$ cat src/rtl/hazard_forward_unit_pkg.sv
// Shared processor definitions for the hazard/forwarding block: forward-select
// encodings, the pipeline tracking-slot record and the producer-match rule.
package hazard_forward_unit_pkg;

    localparam int REG_W = 3;
    localparam int CNT_W = 16;

    // Operand source selects presented to the execute-stage operand muxes
    localparam logic [1:0] FWD_RF  = 2'd0;
    localparam logic [1:0] FWD_ALU = 2'd1;
    localparam logic [1:0] FWD_MEM = 2'd2;
    localparam logic [1:0] FWD_WB  = 2'd3;

    typedef struct packed {
        logic             valid;
        logic [REG_W-1:0] rd;
        logic             reg_write;
        logic             mem_read;
    } slot_t;

    // A slot produces register r only when it will really write a non-zero r
    function automatic logic slot_produces(input slot_t s, input logic [REG_W-1:0] r);
        return s.valid && s.reg_write && (s.rd == r) && (r != '0);
    endfunction

endpackage

$ cat src/rtl/hazard_forward_unit_if.sv
// Decode-side bus of the hazard/forwarding unit: decode fields in, forward
// selects, stall and write-back control out.
interface hazard_forward_unit_if;

    logic        id_valid;
    logic [2:0]  RA;
    logic [2:0]  RB;
    logic        use_a;
    logic        use_b;
    logic [2:0]  id_rd;
    logic        id_reg_write;
    logic        id_mem_read;
    logic        flush;
    logic [1:0]  ForwardA;
    logic [1:0]  ForwardB;
    logic        stall;
    logic [2:0]  wb_rd;
    logic        wb_en;
    logic [15:0] stall_count;

    // Decode stage / pipeline controller side
    modport master (
        output id_valid, RA, RB, use_a, use_b, id_rd, id_reg_write, id_mem_read, flush,
        input  ForwardA, ForwardB, stall, wb_rd, wb_en, stall_count
    );

    // Hazard unit side
    modport slave (
        input  id_valid, RA, RB, use_a, use_b, id_rd, id_reg_write, id_mem_read, flush,
        output ForwardA, ForwardB, stall, wb_rd, wb_en, stall_count
    );

endinterface

$ cat src/rtl/hazard_forward_unit_fwd_select.sv
// Per-slot forward matcher: reports whether one tracking slot produces the
// requested source register and, if so, the select code for that slot's stage.
module fwd_select
    import hazard_forward_unit_pkg::*;
#(
    parameter logic [1:0] CODE = FWD_ALU
) (
    input  slot_t            slot,
    input  logic [REG_W-1:0] src,
    input  logic             use_src,
    output logic [1:0]       code,
    output logic             hit
);

    // Load-ness of the slot matters only to the stall logic in the parent
    logic unused_mem_read;
    assign unused_mem_read = slot.mem_read;

    assign hit  = use_src && slot_produces(slot, src);
    assign code = hit ? CODE : FWD_RF;

endmodule

$ cat src/rtl/hazard_forward_unit.sv
// Hazard detection and forwarding unit for a 5-stage pipeline. Tracks the
// instructions in EX/MEM/WB, picks the youngest producer for each decode
// operand, stalls one cycle on load-use and counts stall cycles.
module hazard_forward_unit
    import hazard_forward_unit_pkg::*;
(
    input  logic                  clk,
    input  logic                  rst_n,
    hazard_forward_unit_if.slave  bus
);

    slot_t            ex_p0;
    slot_t            mem_p1;
    slot_t            wb_p2;
    slot_t            id_slot;
    slot_t            slot_vec [3];
    logic [1:0]       a_code   [3];
    logic [1:0]       b_code   [3];
    logic             a_hit    [3];
    logic             b_hit    [3];
    logic             use_a_q;
    logic             use_b_q;
    logic [1:0]       fwd_a;
    logic [1:0]       fwd_b;
    logic             stall;
    logic [CNT_W-1:0] stall_cnt;
    logic             unused_wb_mem_read;

    assign slot_vec[0] = ex_p0;
    assign slot_vec[1] = mem_p1;
    assign slot_vec[2] = wb_p2;

    // Operands only look for producers when decode really reads them
    assign use_a_q = bus.id_valid && bus.use_a;
    assign use_b_q = bus.id_valid && bus.use_b;

    // Stage index g maps to select code g+1 (EX->ALU, MEM->MEM, WB->WB)
    for (genvar g = 0; g < 3; g++) begin : g_slot
        fwd_select #(.CODE(2'(g + 1))) u_fwd_a (
            .slot    (slot_vec[g]),
            .src     (bus.RA),
            .use_src (use_a_q),
            .code    (a_code[g]),
            .hit     (a_hit[g])
        );
        fwd_select #(.CODE(2'(g + 1))) u_fwd_b (
            .slot    (slot_vec[g]),
            .src     (bus.RB),
            .use_src (use_b_q),
            .code    (b_code[g]),
            .hit     (b_hit[g])
        );
    end

    // Youngest producer wins: scan oldest to youngest, later hits overwrite
    always_comb begin
        fwd_a = FWD_RF;
        fwd_b = FWD_RF;
        for (int i = 2; i >= 0; i--) begin
            if (a_hit[i]) fwd_a = a_code[i];
            if (b_hit[i]) fwd_b = b_code[i];
        end
    end

    // Load in EX feeding a decode operand cannot forward yet; flush overrides
    assign stall = bus.id_valid && !bus.flush && ex_p0.mem_read && (a_hit[0] || b_hit[0]);

    // Decode record entering EX, replaced by a bubble on stall or flush
    always_comb begin
        id_slot = '0;
        if (bus.id_valid && !stall && !bus.flush) begin
            id_slot.valid     = 1'b1;
            id_slot.rd        = bus.id_rd;
            id_slot.reg_write = bus.id_reg_write;
            id_slot.mem_read  = bus.id_mem_read;
        end
    end

    // ---- ID -> EX (p0) -> MEM (p1) -> WB (p2) tracking slots ----
    always_ff @(posedge clk or negedge rst_n) begin
        if (!rst_n) begin
            ex_p0  <= '0;
            mem_p1 <= '0;
            wb_p2  <= '0;
        end else begin
            ex_p0  <= id_slot;
            mem_p1 <= ex_p0;
            wb_p2  <= mem_p1;
        end
    end

    // Saturating stall-cycle counter
    always_ff @(posedge clk or negedge rst_n) begin
        if (!rst_n) begin
            stall_cnt <= '0;
        end else if (stall && (stall_cnt != {CNT_W{1'b1}})) begin
            stall_cnt <= stall_cnt + 1'b1;
        end
    end

    // WB slot load-ness has no consumer once the instruction retires
    assign unused_wb_mem_read = wb_p2.mem_read;

    assign bus.ForwardA    = fwd_a;
    assign bus.ForwardB    = fwd_b;
    assign bus.stall       = stall;
    assign bus.wb_rd       = wb_p2.rd;
    assign bus.wb_en       = wb_p2.valid && wb_p2.reg_write && (wb_p2.rd != '0);
    assign bus.stall_count = stall_cnt;

endmodule

$ cat src/flat_wrapper.sv
// flat-port wrapper written by rule: the top's interface ports become plain ports
module hazard_forward_unit_flat import hazard_forward_unit_pkg::*;
  (clk, rst_n, bus_id_valid, bus_RA, bus_RB, bus_use_a, bus_use_b, bus_id_rd, bus_id_reg_write, bus_id_mem_read, bus_flush, bus_ForwardA, bus_ForwardB, bus_stall, bus_wb_rd, bus_wb_en, bus_stall_count);
  hazard_forward_unit_if bus_i ();
  input  logic clk;
  input  logic rst_n;
  input wire logic [$bits(bus_i.id_valid)-1:0] bus_id_valid;
  input wire logic [$bits(bus_i.RA)-1:0] bus_RA;
  input wire logic [$bits(bus_i.RB)-1:0] bus_RB;
  input wire logic [$bits(bus_i.use_a)-1:0] bus_use_a;
  input wire logic [$bits(bus_i.use_b)-1:0] bus_use_b;
  input wire logic [$bits(bus_i.id_rd)-1:0] bus_id_rd;
  input wire logic [$bits(bus_i.id_reg_write)-1:0] bus_id_reg_write;
  input wire logic [$bits(bus_i.id_mem_read)-1:0] bus_id_mem_read;
  input wire logic [$bits(bus_i.flush)-1:0] bus_flush;
  output wire logic [$bits(bus_i.ForwardA)-1:0] bus_ForwardA;
  output wire logic [$bits(bus_i.ForwardB)-1:0] bus_ForwardB;
  output wire logic [$bits(bus_i.stall)-1:0] bus_stall;
  output wire logic [$bits(bus_i.wb_rd)-1:0] bus_wb_rd;
  output wire logic [$bits(bus_i.wb_en)-1:0] bus_wb_en;
  output wire logic [$bits(bus_i.stall_count)-1:0] bus_stall_count;
  assign bus_i.id_valid = bus_id_valid;
  assign bus_i.RA = bus_RA;
  assign bus_i.RB = bus_RB;
  assign bus_i.use_a = bus_use_a;
  assign bus_i.use_b = bus_use_b;
  assign bus_i.id_rd = bus_id_rd;
  assign bus_i.id_reg_write = bus_id_reg_write;
  assign bus_i.id_mem_read = bus_id_mem_read;
  assign bus_i.flush = bus_flush;
  assign bus_ForwardA = bus_i.ForwardA;
  assign bus_ForwardB = bus_i.ForwardB;
  assign bus_stall = bus_i.stall;
  assign bus_wb_rd = bus_i.wb_rd;
  assign bus_wb_en = bus_i.wb_en;
  assign bus_stall_count = bus_i.stall_count;
  hazard_forward_unit u_core (.clk(clk), .rst_n(rst_n), .bus(bus_i));
endmodule
$ cat config.mk
export PLATFORM = sky130hd
export DESIGN_NAME = hazard_forward_unit_flat
export DESIGN_NICKNAME = d
export VERILOG_FILES = /design/src/rtl/hazard_forward_unit_pkg.sv /design/src/rtl/hazard_forward_unit_if.sv /design/src/rtl/hazard_forward_unit_fwd_select.sv /design/src/rtl/hazard_forward_unit.sv /design/src/flat_wrapper.sv
export SDC_FILE = /design/constraint.sdc
export NUM_CORES = 1
export LEC_CHECK = 0
export CAP_MARGIN = 20
export CELL_PAD_IN_SITES_DETAIL_PLACEMENT = 2
export CELL_PAD_IN_SITES_GLOBAL_PLACEMENT = 2
export CORE_ASPECT_RATIO = 1.5
export CORE_MARGIN = 2
export CORE_UTILIZATION = 29
export DETAILED_ROUTE_END_ITERATION = 10
export GPL_TIMING_DRIVEN = 0
export PLACE_DENSITY_LB_ADDON = 0.1
export SETUP_SLACK_MARGIN = 0.2
export SYNTH_ARGS = -nofsm -noshare
export SYNTH_HDL_FRONTEND = slang
export SYNTH_SLANG_ARGS = --single-unit
export TNS_END_PERCENT = 30
$ cat constraint.sdc
create_clock -name clk -period 1.99 [get_ports clk]
set_input_delay 0.199 -clock clk [delete_from_list [all_inputs] [get_ports clk]]
set_output_delay 0.199 -clock clk [all_outputs]
set_load 0.01 [all_outputs]
==> flow_metrics.env <==
export IMPL_setup_ws_ps=50.1
export IMPL_clk_pin_slew_ps=70
export IMPL_met1_length_mm=1.83
export IMPL_syn_num_nets=169
export IMPL_drive_gt1_frac=0.366
export IMPL_ant_nets=0
export IMPL_switching_share=0.254
export IMPL_root_buffer="clkbuf_8"
export IMPL_cts_sinks=32
export IMPL_drt_first_pass_iters=3
export IMPL_max_freq_mhz=515
export IMPL_status="complete, no violations"
export IMPL_synthCells=151
export IMPL_cpPeakStageDelay_ps=430
export IMPL_worstPathRequired_ps=1790
export IMPL_intPower_mw=0.975
export IMPL_drv_slew=0
export IMPL_yosysMostFrequentCell="dfrtp_1"
export IMPL_core_um2=5370
export IMPL_dieArea_um2=6100
export IMPL_relSlewSlack=0.515
export IMPL_combPwrFrac=0.115
export IMPL_synthTopCellsByCount="32 x dfrtp_1, 18 x xnor2_1, 13 x nand2_1"
export IMPL_cts_buffers_inserted=5
export IMPL_fin_crit_sh=0.975
export IMPL_crit_arrival_ps=1740
export IMPL_path_depth=8
export IMPL_ys_seq_elements=32
export IMPL_die_y_um=94.6
export IMPL_dr_max_layer_used="met4"
export IMPL_pwr_share_seq=0.518
export IMPL_met2WireLength_mm=3.24
export IMPL_p_switching_mw=0.332
export IMPL_drt_iter0_drc=21
export IMPL_rows=33
export IMPL_synth_distinct_cells=31
export IMPL_pre_cts_slack_ps=-625
export IMPL_final_util=0.476
export IMPL_synthFlopType="dfrtp_1"
export IMPL_clockBufferDepth=2
export IMPL_synth_area_leader_cell="dfrtp_1"
export IMPL_wl_mm=5.38
export IMPL_cp_end_kind="primary output"
export IMPL_drc=0
export IMPL_synth_top_cell_area_share=0.504
export IMPL_routedWlPerCell_um=18.8
export IMPL_port_buffers=40
export IMPL_place_detailed_hpwl_mm=3.46
export IMPL_grt_first_pass_wirelength_mm=8.16
export IMPL_p_per_area_nw_per_um2=512
export IMPL_finalHoldViolCount=0
export IMPL_area_delta_synth_final_pct=60.8
export IMPL_p_clk_frac=0.367
export IMPL_die_w_um=64.4
export IMPL_dp_cells=261
export IMPL_rsz0062_at_grt="true"
export IMPL_syn_cell_area_um2=1590
export IMPL_initial_core_util=0.296
export IMPL_routed_via_density=4.98
export IMPL_crit_path_max_fanout=3
export IMPL_setup_viol=0
export IMPL_clkLatencyLatePin_ps=290
export IMPL_reg2reg_depth=9
export IMPL_finalClockSkew_ps=8.09
export IMPL_ys_top_cells_by_area="dfrtp_1 50%, xnor2_1 9.9%, xor2_1 5.5%, nand4_1 4.3%, nand2_1 3.1%"
export IMPL_grt_overflow_total=0
export IMPL_antenna_found_initial=0
export IMPL_ioPinCount=42
export IMPL_cp_slowest_cell="dfrtp_2"
export IMPL_seq_area_frac_synth=0.504
export IMPL_nets=234
export IMPL_holdCritPathClass="flop to flop"
export IMPL_cts_tree="done"
export IMPL_worstSetupStartpointType="flop"
export IMPL_tns_ps=0
export IMPL_cpMostUsedCell="buf_4"
export IMPL_tightest_slew_ps=727
export IMPL_crit_chain="buf_4, nor2_4, a21oi_2, o31ai_4, buf_4, a21o_1, and2_4, buf_6"
export IMPL_vias=1425
export IMPL_peakVddDrop_v=0.000326
export IMPL_async_reset_ff_frac=1.00
export IMPL_grtUsageTotal=0.180
export IMPL_path_class="flop to primary output"
export IMPL_first_global_vias=1622
export IMPL_avgSynthCellArea_um2=10.5
export IMPL_wl_met3_um=175
export IMPL_max_cap_violations=0
export IMPL_critPathTopFamily="flip-flops"
export IMPL_whs_ps=415
export IMPL_p_leak_nw=1.15
export IMPL_antenna_cells=0
export IMPL_gp_congestion=0.808
export IMPL_synth_edff_count=0
export IMPL_yosys_warnings=0
export IMPL_period_needed_ps=1940
export IMPL_hold_depth=0
export IMPL_htreeDepth=2
export IMPL_grt_max_degree=33
export IMPL_critPathBufInv=3
export IMPL_final_cells=286
export IMPL_fillCellCount=559
==> cells by family after synthesis <==
| logic type | share of synthesized area |
|---|---|
| buffers and inverters | 0.0307 |
| AO/OA/AOI/OAI | 0.0670 |
| multiplexers | 0.00709 |
| flip-flops | 0.504 |
| AND/OR/NAND/NOR | 0.218 |
| adder cells (fa/ha/maj) | 0.00788 |
| XOR/XNOR | 0.165 |
==> per-stage QoR <==
step                power, mW  cell area [um2]
finish                   1.31             2550
detailed placement      0.807             2070
CTS                      1.31             2330
global route             1.37             2550
global placement        0.803             2080
floorplan               0.734             1590
==> area by class of cell <==
type	instances	area (um2)	area share
plain buffers	5	45.0	0.0176
clock buffers	6	72.6	0.0284
repair buffers	58	536	0.210
well taps	70	87.6	0.0343
inverters	2	7.51	0.00294
clock inverters	1	5.00	0.00196
flip-flops and latches	32	808	0.317
multi-input cells	112	991	0.388
==> layout by cell type, fill, tap and decap left out, types with 2 or more instances in the layout <==
cell type         n
a21oi_2           3
and2_1            5
and2_4            2
and3_1            3
and3_4            2
buf_2             4
buf_4            14
buf_6            10
clkbuf_8          5
clkdlybuf4s50_1  27
dfrtp_1          26
dfrtp_2           6
dlygate4sd2_1     6
inv_1             2
nand2_1          10
nand2_4           2
nand2b_1          3
nand3_2           4
nand3_4           3
nand4_1          11
nor2_1            6
nor2_4            2
nor3_1            2
nor3_2            2
nor4_4            2
o21ai_1           3
o31ai_4           2
xnor2_1          12
xnor2_2           7
xor2_1           10
==> power groups by stage <==
stage                     combinational (mW)  sequential [mW]  clock, mW
after floorplan                       0.0473            0.687          0
after global placement                 0.112            0.691          0
after detailed placement               0.115            0.692          0
after CTS                              0.137            0.677      0.499
after global routing                   0.162            0.679      0.525
final                                  0.150            0.678      0.480
==> state kept, by name (all words and copies together), names as in the netlist <==
register,flops
u_core.bus.stall_count,16
u_core.ex_p0,6
u_core.mem_p1,5
u_core.bus.wb_rd,3
u_core.slot_vec,2
==> path summary, 6_finish.rpt <==
| kind | slack [ps] | endpoint | start |
|---|---|---|---|
| setup / recovery | 50 | bus_ForwardA[1] | u_core.bus.wb_rd[2] |
| hold / removal | 420 | u_core.slot_vec[1] | u_core.mem_p1[1] |
| setup reg to reg | 130 | u_core.bus.stall_count[5] | u_core.ex_p0[2] |
| hold reg to reg | 420 | u_core.slot_vec[1] | u_core.mem_p1[1] |
| max in group asynchronous | 970 | u_core.bus.stall_count[2] | rst_n |
| min in group asynchronous | 500 | u_core.mem_p1[3] | rst_n |
==> routing by layer <==
layer | track usage | vias up
met2 | 0.357 | 33
li1 | - | 656
met3 | 0.0334 | 11
met1 | 0.181 | 725
met5 | 0 | -
met4 | 0.0745 | 0
==> repair_timing <==
action | in CTS | in global routing
gates cloned | 1 | 0
buffers inserted | 15 | 1
hold endpoints to repair | 17 | 0
hold buffers | 1 | 0
gates resized for setup | 51 | 45
pin swaps | 15 | 22
setup endpoints to repair | 21 | 25
Note: power is estimated with default switching activity, not from simulation.
